## src/rtl/subleq_arg_unpacker_pkg.sv

```systemverilog
// Shared definitions for subleq instruction assembly: default layout, argument
// naming, field bounds and the layout legality check used at elaboration.
package subleq_arg_unpacker_pkg;

  localparam int DEF_ARG_W    = 20;
  localparam int DEF_NUM_ARGS = 3;
  localparam int DEF_MEM_W    = 20;

  // One entry per argument of the default layout.
  typedef enum logic [1:0] {
    ARG_A = 2'd0,
    ARG_B = 2'd1,
    ARG_C = 2'd2
  } args_e;

  typedef enum logic {
    ST_FILL = 1'b0,
    ST_HOLD = 1'b1
  } state_e;

  function automatic int arg_low_bound(input int i, input int arg_w = DEF_ARG_W);
    return i * arg_w;
  endfunction

  function automatic int arg_up_bound(input int i, input int arg_w = DEF_ARG_W);
    return (i + 1) * arg_w - 1;
  endfunction

  function automatic bit layout_ok(input int arg_w, input int num_args, input int mem_w);
    return (arg_w >= 1) && (num_args >= 1) && (mem_w >= 1) &&
           (((arg_w * num_args) % mem_w) == 0);
  endfunction

endpackage

```

## src/rtl/subleq_arg_unpacker.sv

```systemverilog
// Collects BEATS narrow memory beats into one subleq instruction and hands the
// packed argument fields to the execute stage over a valid/ready interface.
module subleq_arg_unpacker
  import subleq_arg_unpacker_pkg::*;
#(
  parameter int  ARG_W    = DEF_ARG_W,
  parameter int  NUM_ARGS = DEF_NUM_ARGS,
  parameter int  MEM_W    = DEF_MEM_W,
  localparam int INSTR_W  = NUM_ARGS * ARG_W,
  localparam int BEATS    = INSTR_W / MEM_W,
  localparam int CNT_W    = (BEATS > 1) ? $clog2(BEATS) : 1
) (
  input  logic               clk,
  input  logic               rst,
  input  logic               flush,
  input  logic               in_valid,
  output logic               in_ready,
  input  logic [MEM_W-1:0]   in_data,
  output logic               out_valid,
  input  logic               out_ready,
  output logic [INSTR_W-1:0] out_args,
  output logic [CNT_W-1:0]   beat_cnt
);

  if (!layout_ok(ARG_W, NUM_ARGS, MEM_W)) begin : g_bad_layout
    $error("subleq_arg_unpacker: illegal layout ARG_W=%0d NUM_ARGS=%0d MEM_W=%0d",
           ARG_W, NUM_ARGS, MEM_W);
  end

  localparam logic [CNT_W-1:0] LAST_BEAT = CNT_W'(BEATS - 1);

  state_e             state_q, state_d;
  logic [CNT_W-1:0]   cnt_q, cnt_d;
  logic [INSTR_W-1:0] args_q, args_d;
  logic               accept;

  assign accept = in_valid & in_ready;

  always_ff @(posedge clk or posedge rst) begin
    if (rst) begin
      state_q <= ST_FILL;
      cnt_q   <= '0;
      args_q  <= '0;
    end else begin
      state_q <= state_d;
      cnt_q   <= cnt_d;
      args_q  <= args_d;
    end
  end

  always_comb begin
    state_d = state_q;
    cnt_d   = cnt_q;
    args_d  = args_q;
    if (flush) begin
      state_d = ST_FILL;
      cnt_d   = '0;
    end else begin
      // In HOLD cnt_q is 0, so a beat taken during the handshake lands in slot 0.
      for (int k = 0; k < BEATS; k++) begin
        if (accept && (cnt_q == CNT_W'(k))) begin
          args_d[k*MEM_W +: MEM_W] = in_data;
        end
      end
      unique case (state_q)
        ST_FILL: begin
          if (accept) begin
            if (cnt_q == LAST_BEAT) begin
              cnt_d   = '0;
              state_d = ST_HOLD;
            end else begin
              cnt_d = cnt_q + CNT_W'(1);
            end
          end
        end
        ST_HOLD: begin
          if (out_ready) begin
            if (accept) begin
              if (BEATS == 1) begin
                state_d = ST_HOLD;
                cnt_d   = '0;
              end else begin
                state_d = ST_FILL;
                cnt_d   = CNT_W'(1);
              end
            end else begin
              state_d = ST_FILL;
            end
          end
        end
        default: state_d = ST_FILL;
      endcase
    end
  end

  always_comb begin
    out_valid = (state_q == ST_HOLD);
    in_ready  = 1'b0;
    if (!flush) begin
      in_ready = (state_q == ST_FILL) ? 1'b1 : out_ready;
    end
  end

  assign out_args = args_q;
  assign beat_cnt = cnt_q;

`ifndef SYNTHESIS
  a_hold_stable: assert property (@(posedge clk) disable iff (rst)
    (out_valid && !out_ready && !flush) |=> $stable(out_args));

  a_cnt_range: assert property (@(posedge clk) disable iff (rst)
    int'(beat_cnt) < BEATS);
`endif

endmodule

```

## config.mk

```make
export PLATFORM = sky130hd
export DESIGN_NAME = subleq_arg_unpacker
export DESIGN_NICKNAME = d
export VERILOG_FILES = /design/src/rtl/subleq_arg_unpacker_pkg.sv /design/src/rtl/subleq_arg_unpacker.sv
export SDC_FILE = /design/constraint.sdc
export NUM_CORES = 1
export LEC_CHECK = 0
export BUFFER_PORTS_ARGS = -buffer_cell sky130_fd_sc_hd__buf_4
export CAP_MARGIN = 20
export CORE_MARGIN = 2
export CORE_UTILIZATION = 53
export CTS_CLUSTER_DIAMETER = 200
export DETAILED_ROUTE_END_ITERATION = 6
export PLACE_DENSITY = 0.84
export SYNTH_ARGS = -nofsm -noshare
export SYNTH_HDL_FRONTEND = slang
export SYNTH_SLANG_ARGS = --single-unit
export TNS_END_PERCENT = 10
```

## constraint.sdc

```tcl
create_clock -name clk -period 2.6 [get_ports clk]
set_input_delay 0 -clock clk [delete_from_list [all_inputs] [get_ports clk]]
set_output_delay 0 -clock clk [all_outputs]
set_load 0.05 [all_outputs]
```

==> Word-level counts from Yosys, hierarchy flattened <==
Index checks and enable logic that the tools add are counted.
W data, S select, Z words.
{ "totals": {"register_bits": 63, "input_bits": 25, "out_inout_bits": 64, "wordCells": 35} }
{ "classes": {"add_sub_neg": 1, "eq_ne": 5, "n_mux": 13, "bitwise": 3, "reduce_logical": 8} }
{ "op_table": {"columns": ["op", "n"], "rows": [
  ["$mux W2", 5],
  ["$mux W1", 6],
  ["$ne A3 B3 Y1 const B", 2],
  ["$reduce_and A2 Y1", 3],
  ["$pmux W2 S2", 1],
  ["$logic_and A1 B1 Y1", 3],
  ["$ne A3 B2 Y1 const B", 1],
  ["$reduce_and A3 Y1", 1],
  ["$add A2 B1 Y2 const B", 1],
  ["$eq A2 B1 Y1 const B", 1],
  ["$eq A2 B2 Y1 const B", 1],
  ["$logic_not A2 Y1", 1],
  ["$not A1 Y1", 2],
  ["$pmux W1 S2", 1],
  ["$and A1 B1 Y1", 1]
]} }

==> Longest topological paths before layout <==
Gate-level depths: netlist of the first run.
{ "depth": {"ltp_word": 7, "depth_mapped": 4, "ltp_nobuf": 3} }

==> Least setup slack after synthesis of the first run <==
OpenSTA, ideal clock, no wires.
{ "synth_timing": {"path_kind": "register -> register", "startpoint": "reg state_q, in the netlist out_valid", "endpoint": "reg args_q[11], in the netlist out_args[11]", "setup_time_ps": 125, "arrival_ps": 1638, "required_ps": 2475, "setup_slack_ps": 837, "path_stages_with_launch": 5, "n_path_buf": 1, "synth_period_minus_slack_ps": 1763, "path_cell_list": "dfrtp_1 and2b_4 nor4_4 buf_6 mux2_2"} }
{ "synth_via": {"elab_chain_cells": 5} }
{ "synth_lines": {"columns": ["element", "line_no", "source"], "rows": [
  ["start: declaration", "subleq_arg_unpacker.sv:32", "state_e state_q, state_d;"],
  ["start signal: assignment", "subleq_arg_unpacker.sv:45", "state_q <= state_d;"],
  ["$mux W1", "subleq_arg_unpacker.sv:100", "in_ready = (state_q == ST_FILL) ? 1'b1 : out_ready;"],
  ["$mux W1", "subleq_arg_unpacker.sv:99", "if (!flush) begin"],
  ["$and A1 B1 Y1", "subleq_arg_unpacker.sv:37", "assign accept = in_valid & in_ready;"],
  ["$logic_and A1 B1 Y1", "subleq_arg_unpacker.sv:61", "if (accept && (cnt_q == CNT_W'(k))) begin"],
  ["$reduce_and A2 Y1 (no line)", null, null],
  ["end signal: assignment", "subleq_arg_unpacker.sv:47", "args_q <= args_d;"],
  ["end: declaration", "subleq_arg_unpacker.sv:34", "logic [INSTR_W-1:0] args_q, args_d;"]
]} }
No other way between the ends.
A chain may end at the register's enable or synchronous reset.

==> Final worst setup path of the first run <==
{ "layout_timing": {"startpoint": "reg state_q, in the netlist out_valid", "endpoint": "reg args_q[53], in the netlist out_args[53]"} }
The elaborated chain is that of the path after synthesis.

==> flow_summary.yaml, run 1 <==
sta:
  drv_slew: 0
  fin_skew_ns: 0.00393
  finalCritPeriodShare_pct: 66.3
  fin_hold_ws_ns: 0.0434
  setup_tns_ns: 0
  period_minus_slack_ns: 1.72
  finalHoldViolCount: 0
  finalSetupViolations: 0
  max_freq_ghz: 0.580
  timing.slew.headroom_pct: 73.7
  worst_slack_ns: 0.877
  rsz0062_at_grt: "no"
  worst_pin_slew_ns: 0.394
place:
  place_hpwl_um: 3730
  place_congestion: 0.830
  io_buffers: 88
  post-place-ws_ns: 0.927
  placedCellCount: 292
floorplanning:
  start_util_pct: 54.5
  core_um2: 4690
  die_area_um2: 5400
  rows: 25
  die_y_um: 73.5
  io_pins: 89
  die_w_um: 73.5
synthesis:
  yosysWarnings: 0
  postSynthCellCount: 149
  syn_area_per_cell_um2: 17.2
  synth_seq_cells: 63
  synth_top_area_cell: "dfrtp_1"
  syn_area_um2: 2560
  synth_top_area_share_pct: 61.6
  synth_area_leaders: "dfrtp_1, mux2_2, mux2_4"
  synth_cell_types: 19
  ys_seq_area_share_pct: 61.6
  synthesis.nets: 174
job:
  maxCapViolations: 0
critical_path:
  path_class: "reg -> reg"
  max_stage_delay_ns: 0.45
  critical_path.max_fanout: 20
  worstSetupEndpointType: "flip-flop"
  crit_slowest_cell: "dfrtp_1"
  startpoint_type: "flip-flop"
  cp.required_ns: 2.81
  worstPathArrival_ns: 1.93
  path_cells: "and2b_4 -> nor4_4 -> buf_4 -> mux2_2"
  path_delay_family: "flip-flops"
  worst-path-buf-inv: 1
routing:
  dr_total_vias: 1666
  antenna_left: 0
  wirelength_um: 5620
  wl_per_cell_um: 17.1
  drt-pass1-iter-count: 3
  first_iter_violations: 35
  drc_errors: 0
  via_per_inst: 5.06
final_layout:
  syn_to_final_growth_pct: 44.2
  seq_area_um2: 1580
  stdcell_count: 329
  nFillCells: 289
  multi_input_area_um2: 906
  diodes: 0
  finalNetCount: 296
  layout-drive-gt1-share_pct: 64.0
grt:
  first_global_vias: 1841
  groute.usage.overall_pct: 22.4
  grt_overflow: 0
  grt_antenna_before_repair: 0
  grt_max_degree: 28
  grt_pass1_wl_um: 8850
clock_network:
  cts_sinks: 63
  cts_buffers: 9
  clk_pin_slew_ns: 0.06
  htree_levels: 3
  cts_tree: "built"
  clkLatencyLatePin_ns: 0.33
  post_cts_buffers: 0
  clk_path_buf_depth: 2
  post_cts_resize_count: 0
  cts-root-buf: "clkbuf_8"
  hold_buffers: 22
pwr:
  power.leakage_nw: 1.79
  irDropWorstVdd_v: 0.000813
  p_per_area_nw_per_um2: 1080
  p_total_w: 0.00396
status:
  status: "completed"
min_path:
  hold_path_class: "in -> reg"
-- metrics by stage --
stage	utilization, %	area, um^2
after floorplan	-	2560
after global placement	69.7	3270
after detailed placement	69.7	3270
after CTS	78.6	3690
after global routing	78.6	3690
final	78.6	3690
-- path summary, 6_finish.rpt --
| kind | startpoint | end | slack, ns | depth (start not counted) |
|---|---|---|---|---|
| max in group asynchronous | rst | out_args[9] | 1.69 | 4 |
| worst max register to register | out_valid | out_args[53] | 0.88 | 4 |
| worst max-delay path | out_valid | out_args[53] | 0.88 | 4 |
| min in group asynchronous | rst | out_args[27] | 0.23 | 3 |
| worst min register to register | out_args[10] | out_args[10] | 0.50 | 1 |
| worst min-delay path | out_ready | beat_cnt[0] | 0.04 | 3 |
-- cell families (layout without fill, tap and decap cells) --
group	Yosys count	count (layout)	synth area share (%)
buffers and inverters	8	134	2.94
multiplexers	60	60	29.4
AO/OA/AOI/OAI	5	5	1.03
AND/OR/NAND/NOR	13	13	5.04
flip-flops	63	63	61.6
-- final cells by class --
class | count | share of cell area, %
clock inverters | 4 | 1.22
well taps | 54 | 1.83
clock buffers | 11 | 4.11
flip-flops and latches | 63 | 42.8
multi-input cells | 78 | 24.6
repair buffers | 117 | 25.3
inverters | 2 | 0.204
-- cells in the final DEF, fill, tap and decap left out --
cell           instances
nor4b_1                1
and2b_4                1
a21oi_1                2
inv_2                  1
inv_1                  1
nand2b_1               1
clkinv_2               3
mux2_4                20
nor3_4                 1
nand2_1                1
bufinv_16              1
and4bb_2               1
a31oi_1                1
dfrtp_1               63
dlygate4sd3_1         22
nand3b_2               1
or2_2                  1
mux2_1                 2
mux2_2                38
nor2_1                 3
buf_4                 95
clkbuf_8              11
nor4_4                 2
o21ai_0                2
-- sequential cells by signal, indices dropped and copies added, names as in the netlist --
name / flops
beat_cnt: 2
out_valid: 1
out_args: 60
-- worst reg2reg max path, stage by stage, from the launching register on --
cell and delay (ns):
dfrtp_1 0.45, and2b_4 0.24, nor4_4 0.21, buf_4 0.32, mux2_2 0.39
-- per-layer routing --
metal	share of wire [%]	wire length, um	GRT usage, %	up-vias
met1	44	2480	27.9	815
li1	-	-	-	771
met5	0	0	0	-
met2	47	2640	35.5	72
met3	7.9	442	8.09	8
met4	1.2	65	8.89	0
-- power by group --
part	internal (W)	switching [W]
logic	0.000612	0.00114
clock network	0.000484	0.000347
registers	0.00123	0.000153
-- cells in the mapped netlist (all sizes together) --
cell / n
a21oi: 2
a31oi: 1
and2b: 1
and4bb: 1
buf: 6
dfrtp: 63
inv: 2
mux2: 60
nand2: 1
nand2b: 1
nand3b: 1
nor2: 3
nor3: 1
nor4: 2
nor4b: 1
o21ai: 2
or2: 1
Note: power is estimated with default switching activity, not from simulation.
==> run 2, diff against run 1 <==
ABC_AREA = 1   (was default)
CORE_UTILIZATION = 45   (was 53)
PLACE_DENSITY = 0.76   (was 0.84)
clock period = 1.4 ns   (was 2.6 ns; I/O delays follow)
==> run 2 against run 1 <==
- clock power up 71%
- maximum frequency up 35%
- design area up 0.78%
- critical path type unchanged
- largest cell class unchanged
- highest routed layer unchanged
- cell count up 32%
- clock-buffer cell count up 4
- register-to-register slack worse by 0.75 ns
- first-iteration DRC count rose to 3.6 times the previous value
- power up 98%
- via count up 20%
==> flow_summary.yaml, run 2 <==
status:
  status: "completed"
pwr:
  p_total_w: 0.00783
  power.leakage_nw: 1.94
  p_int_w: 0.00425
  switchingPower_w: 0.00359
  swShare_pct: 45.8
  irDropWorstVdd_v: 0.00115
  p_seq_share_pct: 34.2
  p_per_area_nw_per_um2: 2110
  pwr-share-clk_pct: 18.1
  comb_power_share_pct: 47.8
synthesis:
  synthAdderAreaFrac_pct: 0
  synth_edf_count: 0
  synth_most_common_cell: "nand2_1"
  synth_top_family_by_area: "compound AO/OA/AOI/OAI gates"
  ys_seq_area_share_pct: 61.2
  synth_seq_cells: 63
  yosysWarnings: 0
  synth_compound_gate_area_share_pct: 18.1
  synth_top_area_cell: "dfrtp_1"
  synth.area.mux_share_pct: 0
  synthesis.nets: 266
  synth_top_area_share_pct: 61.2
  synth_xor_area_share_pct: 0
  synth_common_cells: "nand2_1, dfrtp_1, o21ai_2"
  synthArstFlopShare_pct: 100
  postSynthCellCount: 241
  syn_area_per_cell_um2: 10.7
  synth_cell_types: 16
  synth_area_leaders: "dfrtp_1, o21ai_2, nand2_1"
  synth-simple-area-share_pct: 12.6
  ys.flop_type: "dfrtp_1"
  syn_area_um2: 2570
grt:
  first_global_vias: 1950
  grt_pass1_wl_um: 9390
  grt_antenna_before_repair: 0
  groute.usage.overall_pct: 19.6
  grt_max_degree: 64
  grt_overflow: 0
routing:
  drc_errors: 0
  drt-pass1-iter-count: 4
  first_iter_violations: 125
  dr_total_vias: 1997
  antenna_left: 0
  via_per_inst: 4.60
  wirelength_um: 5640
  wl_per_cell_um: 13.0
critical_path:
  crit_path_frequent_cell: "nand2_2"
  path_cells: "nand2_2 -> nand2_2 -> nor2_4 -> nand2_4 -> buf_4 -> nand2_1 -> o21ai_2"
  path_class: "reg -> reg"
  path_delay_family: "simple AND/OR/NAND/NOR gates"
  critical_path.max_fanout: 19
  rrSetupSlack_ns: 0.12
  r2r_cells: 7
  rr_endpoint: "out_args[26]"
  max_stage_delay_ns: 0.39
  startpoint_type: "flip-flop"
  worstPathArrival_ns: 1.49
  r2r_start: "out_valid"
  cp.required_ns: 1.61
  worst-path-buf-inv: 1
  worstSetupEndpointType: "flip-flop"
  crit_slowest_cell: "dfrtp_1"
sta:
  rsz0062_at_grt: "no"
  finalHoldViolCount: 0
  worst_pin_slew_ns: 0.347
  period_minus_slack_ns: 1.28
  timing.slew.headroom_pct: 76.9
  finalCritPeriodShare_pct: 91.1
  drv_slew: 0
  finalSetupViolations: 0
  worst_slack_ns: 0.124
  fin_skew_ns: 0.00538
  max_freq_ghz: 0.784
final_layout:
  syn_to_final_growth_pct: 44.3
  nFillCells: 441
  final_cell_mix: "buf_4, nand2_1, dfrtp_1, o21ai_2, inv_1"
  finalNetCount: 383
  multi_input_area_um2: 791
  largest_reg_flops: 60
  layout-drive-gt1-share_pct: 42.8
  stdcell_count: 434
  final_common_cell: "buf_4"
  seq_area_um2: 1580
  diodes: 0
clock_network:
  cts_buffers: 9
  htree_levels: 3
  cts_tree: "built"
  cts-root-buf: "clkbuf_8"
  clkLatencyLatePin_ns: 0.33
  cts_sinks: 63
  clk_path_buf_depth: 2
  clk_pin_slew_ns: 0.06
  post_cts_buffers: 0
min_path:
  hold_start: "in_valid"
  whs_path_depth: 5
  hold_path_class: "in -> reg"
  worstHoldEndpoint: "beat_cnt[0]"
place:
  post-place-ws_ns: 0.119
  placedCellCount: 396
  io_buffers: 88
  place_congestion: 0.793
  place_hpwl_um: 3650
job:
  maxCapViolations: 0
floorplanning:
  rows: 27
  io_pins: 89
  die_y_um: 79.6
  die_w_um: 79.6
  core_um2: 5510
  die_area_um2: 6340
  start_util_pct: 46.8
## run 2: worst reg2reg max path, cell delays in order, from the launching register on
cell	delay, ns
dfrtp_1	0.39
nand2_2	0.09
nand2_2	0.06
nor2_4	0.16
nand2_4	0.08
buf_4	0.22
nand2_1	0.11
o21ai_2	0.05
## run 2: layer usage
metal	routed length, um	part of all wire, %	GRT usage [%]	vias to the layer above
li1	-	-	-	998
met1	2460	44	25.8	922
met2	2720	48	29.9	64
met3	298	5.3	4.07	13
met4	151	2.7	11.7	0
met5	0	0	0	-
## run 2: cell families (layout without fill, tap and decap cells)
kind of cell	after synthesis	after routing
AO/OA/AOI/OAI	63	63
buffers and inverters	38	159
flip-flops	63	63
AND/OR/NAND/NOR	77	77
## run 2: layout make-up
| type | count | area share, % |
|---|---|---|
| Tap cell | 72 | 2.42 |
| Clock buffer | 15 | 4.75 |
| Inverter | 26 | 2.73 |
| Sequential cell | 63 | 42.4 |
| Multi-Input combinational cell | 140 | 21.3 |
| Timing Repair Buffer | 118 | 26.4 |
## run 2: how the worst max path moves through the flow
stage | from | endpoint | slack [ns] | depth (start not counted)
after floorplan | out_valid | in_ready | -0.08 | 1
after global placement | out_valid | out_args[13] | 0.18 | 7
after detailed placement | out_valid | out_args[26] | 0.12 | 7
after CTS | out_valid | out_args[26] | 0.11 | 7
after global routing | out_valid | out_args[27] | 0.03 | 7
final | out_valid | out_args[26] | 0.12 | 7
## run 2: per-stage QoR
step | utilization, % | hold slack [ns] | area, um^2 | setup TNS (ns)
final | 67.5 | 0.0935 | 3720 | 0
after global routing | 67.5 | 0.0951 | 3720 | 0
after CTS | 67.5 | 0.0794 | 3720 | 0
after detailed placement | 60.1 | 0.122 | 3310 | 0
after global placement | 60.1 | 0.119 | 3310 | 0
after floorplan | - | 0.0655 | 2580 | -1.75
## run 2: timing repair
action,in CTS,in global routing
hold buffers,23,0
hold endpoints to repair,112,0
resized for setup,0,0
## run 2: power by group through the flow
stage	Combinational, W	Sequential (W)	Clock [W]
2_1_floorplan	0.000695	0.00457	0
3_3_place_gp	0.00366	0.00269	0
3_5_place_dp	0.00372	0.00269	0
4_1_cts	0.00377	0.00267	0.00144
5_1_grt	0.00393	0.00274	0.00153
6_report	0.00374	0.00268	0.00142
==> run 3, diff against run 2 <==
CORE_UTILIZATION = 46   (was 45)
CTS_BUF_LIST = sky130_fd_sc_hd__clkbuf_8   (was default)
PLACE_DENSITY = 0.77   (was 0.76)
SKIP_LAST_GASP = 1   (was default)
==> run 3 against run 2 <==
- worst hold slack worse by 0.0019 ns
- clock-buffer cell count is 4 lower
- core utilization hardly changed
- sequential power hardly changed
- critical path depth stayed put
- worst setup slack worse by 0.023 ns
- power is 1.3% lower
- register-to-register slack worse by 0.02 ns
- clock power is 8% lower
- cell count is 0.23% lower
- via count is 0.30% higher
==> flow_summary.yaml, run 3 (synthesis gave the netlist of run 2 again) <==
sta:
  max_freq_ghz: 0.770
  finalCritPeriodShare_pct: 92.8
  finalHoldViolCount: 0
  drv_slew: 0
  period_minus_slack_ns: 1.30
  fin_skew_ns: 0.00409
  setup_tns_ns: 0
  fin_hold_ws_ns: 0.0916
  rsz0062_at_grt: "no"
  timing.slew.headroom_pct: 77.7
  worst_slack_ns: 0.101
  worst_pin_slew_ns: 0.335
  finalSetupViolations: 0
grt:
  first_global_vias: 1986
  grt_max_degree: 64
  groute.usage.overall_pct: 19.5
  grt_antenna_before_repair: 0
  grt_overflow: 0
  grtUsageMet1_pct: 23.7
  gr-usage-met2_pct: 33.6
  grt-busiest-layer: "met2"
  grt_pass1_wl_um: 9310
  grt_use_met3_pct: 2.95
place:
  dpl-instance-area_um2: 3300
  post-place-ws_ns: 0.110
  place_congestion: 0.787
  io_buffers: 88
  place_hpwl_um: 3720
floorplanning:
  start_util_pct: 47.1
  die_w_um: 78.8
  die_area_um2: 6210
  die_y_um: 78.8
  io_pins: 89
  core_um2: 5470
  rows: 27
pwr:
  power.leakage_nw: 1.94
  switchingPower_w: 0.00356
  comb_power_share_pct: 48.5
  irDropWorstVdd_v: 0.00116
  p_per_area_nw_per_um2: 2090
  p_int_w: 0.00417
  pwr-share-clk_pct: 17.0
  p_seq_share_pct: 34.6
  swShare_pct: 46.1
routing:
  wl_per_cell_um: 13.1
  wirelength_um: 5660
  dr_total_vias: 2003
  drt-pass1-iter-count: 4
  via_per_inst: 4.63
  antenna_left: 0
  first_iter_violations: 127
  drc_errors: 0
critical_path:
  startpoint_type: "flip-flop"
  worst-path-buf-inv: 1
  worstSetupEndpointType: "flip-flop"
  path_delay_family: "simple AND/OR/NAND/NOR gates"
  crit_path_frequent_cell: "nand2_2"
  max_stage_delay_ns: 0.39
  critical_path.max_fanout: 25
  crit_slowest_cell: "dfrtp_1"
  path_cells: "nand2_2 -> nand2_2 -> nor2_4 -> nand2_4 -> buf_4 -> nand2_1 -> o21ai_2"
  worstPathArrival_ns: 1.49
  path_class: "reg -> reg"
  cp.required_ns: 1.59
clock_network:
  htree_levels: 3
  clk_path_buf_depth: 2
  cts_tree: "built"
  clkLatencyLatePin_ns: 0.31
  cts_buffers: 9
  cts_sinks: 63
  cts-root-buf: "clkbuf_8"
  post_cts_resize_count: 0
  clk_pin_slew_ns: 0.06
final_layout:
  diodes: 0
  largest_reg_flops: 60
  final_cell_mix: "buf_4, nand2_1, dfrtp_1, o21ai_2, inv_1"
  syn_to_final_growth_pct: 43.3
  final_common_cell: "buf_4"
  fin_area_um2: 3690
  finalNetCount: 383
  layout-drive-gt1-share_pct: 42.9
min_path:
  hold_path_class: "in -> reg"
status:
  status: "completed"
job:
  maxCapViolations: 0
-- run 3: cell types whose count changed in the layout (fill, tap and decap cells not counted), sizes merged --
cell | before | now
clkbuf | 15 | 11
inv | 25 | 27
clkinv | 0 | 1
-- run 3: power by group through the flow --
stage / clock network [W] / registers [W] / logic [W]
final: 0.00131 / 0.00267 / 0.00375
after detailed placement: 0 / 0.00269 / 0.00372
after global routing: 0.00143 / 0.00273 / 0.00394
after CTS: 0.00135 / 0.00267 / 0.00378
after global placement: 0 / 0.00268 / 0.00366
after floorplan: 0 / 0.00457 / 0.000695
-- run 3: routing by layer --
metal / share of wire (%) / vias to the layer above
li1: - / 995
met1: 43 / 944
met2: 52 / 54
met3: 3.6 / 10
met4: 2.1 / 0
met5: 0 / -
-- run 3: cell type report --
cell class	count	area [um^2]
Tap cell	72	90.1
Multi-Input combinational cell	140	791
Timing Repair Buffer	118	968
Sequential cell	63	1580
Fill cell	435	1780
Clock buffer	11	151
Inverter	26	101
Clock inverter	3	12.5
-- run 3: timing repair --
action | in CTS | in global routing
hold buffers | 23 | 0
buffers inserted | 0 | 0
hold endpoints to repair | 108 | 0
-- run 3: metrics by stage --
| step | cells | total power [W] | utilization [%] |
|---|---|---|---|
| after floorplan | 241 | 0.00526 | - |
| after global placement | 396 | 0.00635 | 60.2 |
| after detailed placement | 396 | 0.00641 | 60.2 |
| after CTS | 433 | 0.00780 | 67.4 |
| after global routing | 433 | 0.00810 | 67.4 |
| final | 433 | 0.00773 | 67.4 |
-- run 3: worst paths after layout --
check                           depth (start not counted)  slack, ns         start           end
worst max register to register                          7       0.10     out_valid  out_args[21]
min in group asynchronous                               4       0.31           rst  out_args[44]
worst min-delay path                                    5       0.09      in_valid   beat_cnt[0]
worst max-delay path                                    7       0.10     out_valid  out_args[21]
max in group asynchronous                               4       0.80           rst  out_args[19]
worst min register to register                          2       0.48  out_args[32]  out_args[32]
-- run 3: tightest hold or removal path, stage by stage --
cell and delay [ns]:
buf_4 0.12, nand2_2 0.08, nor2_4 0.05, o21ai_0 0.07, nand2_1 0.05
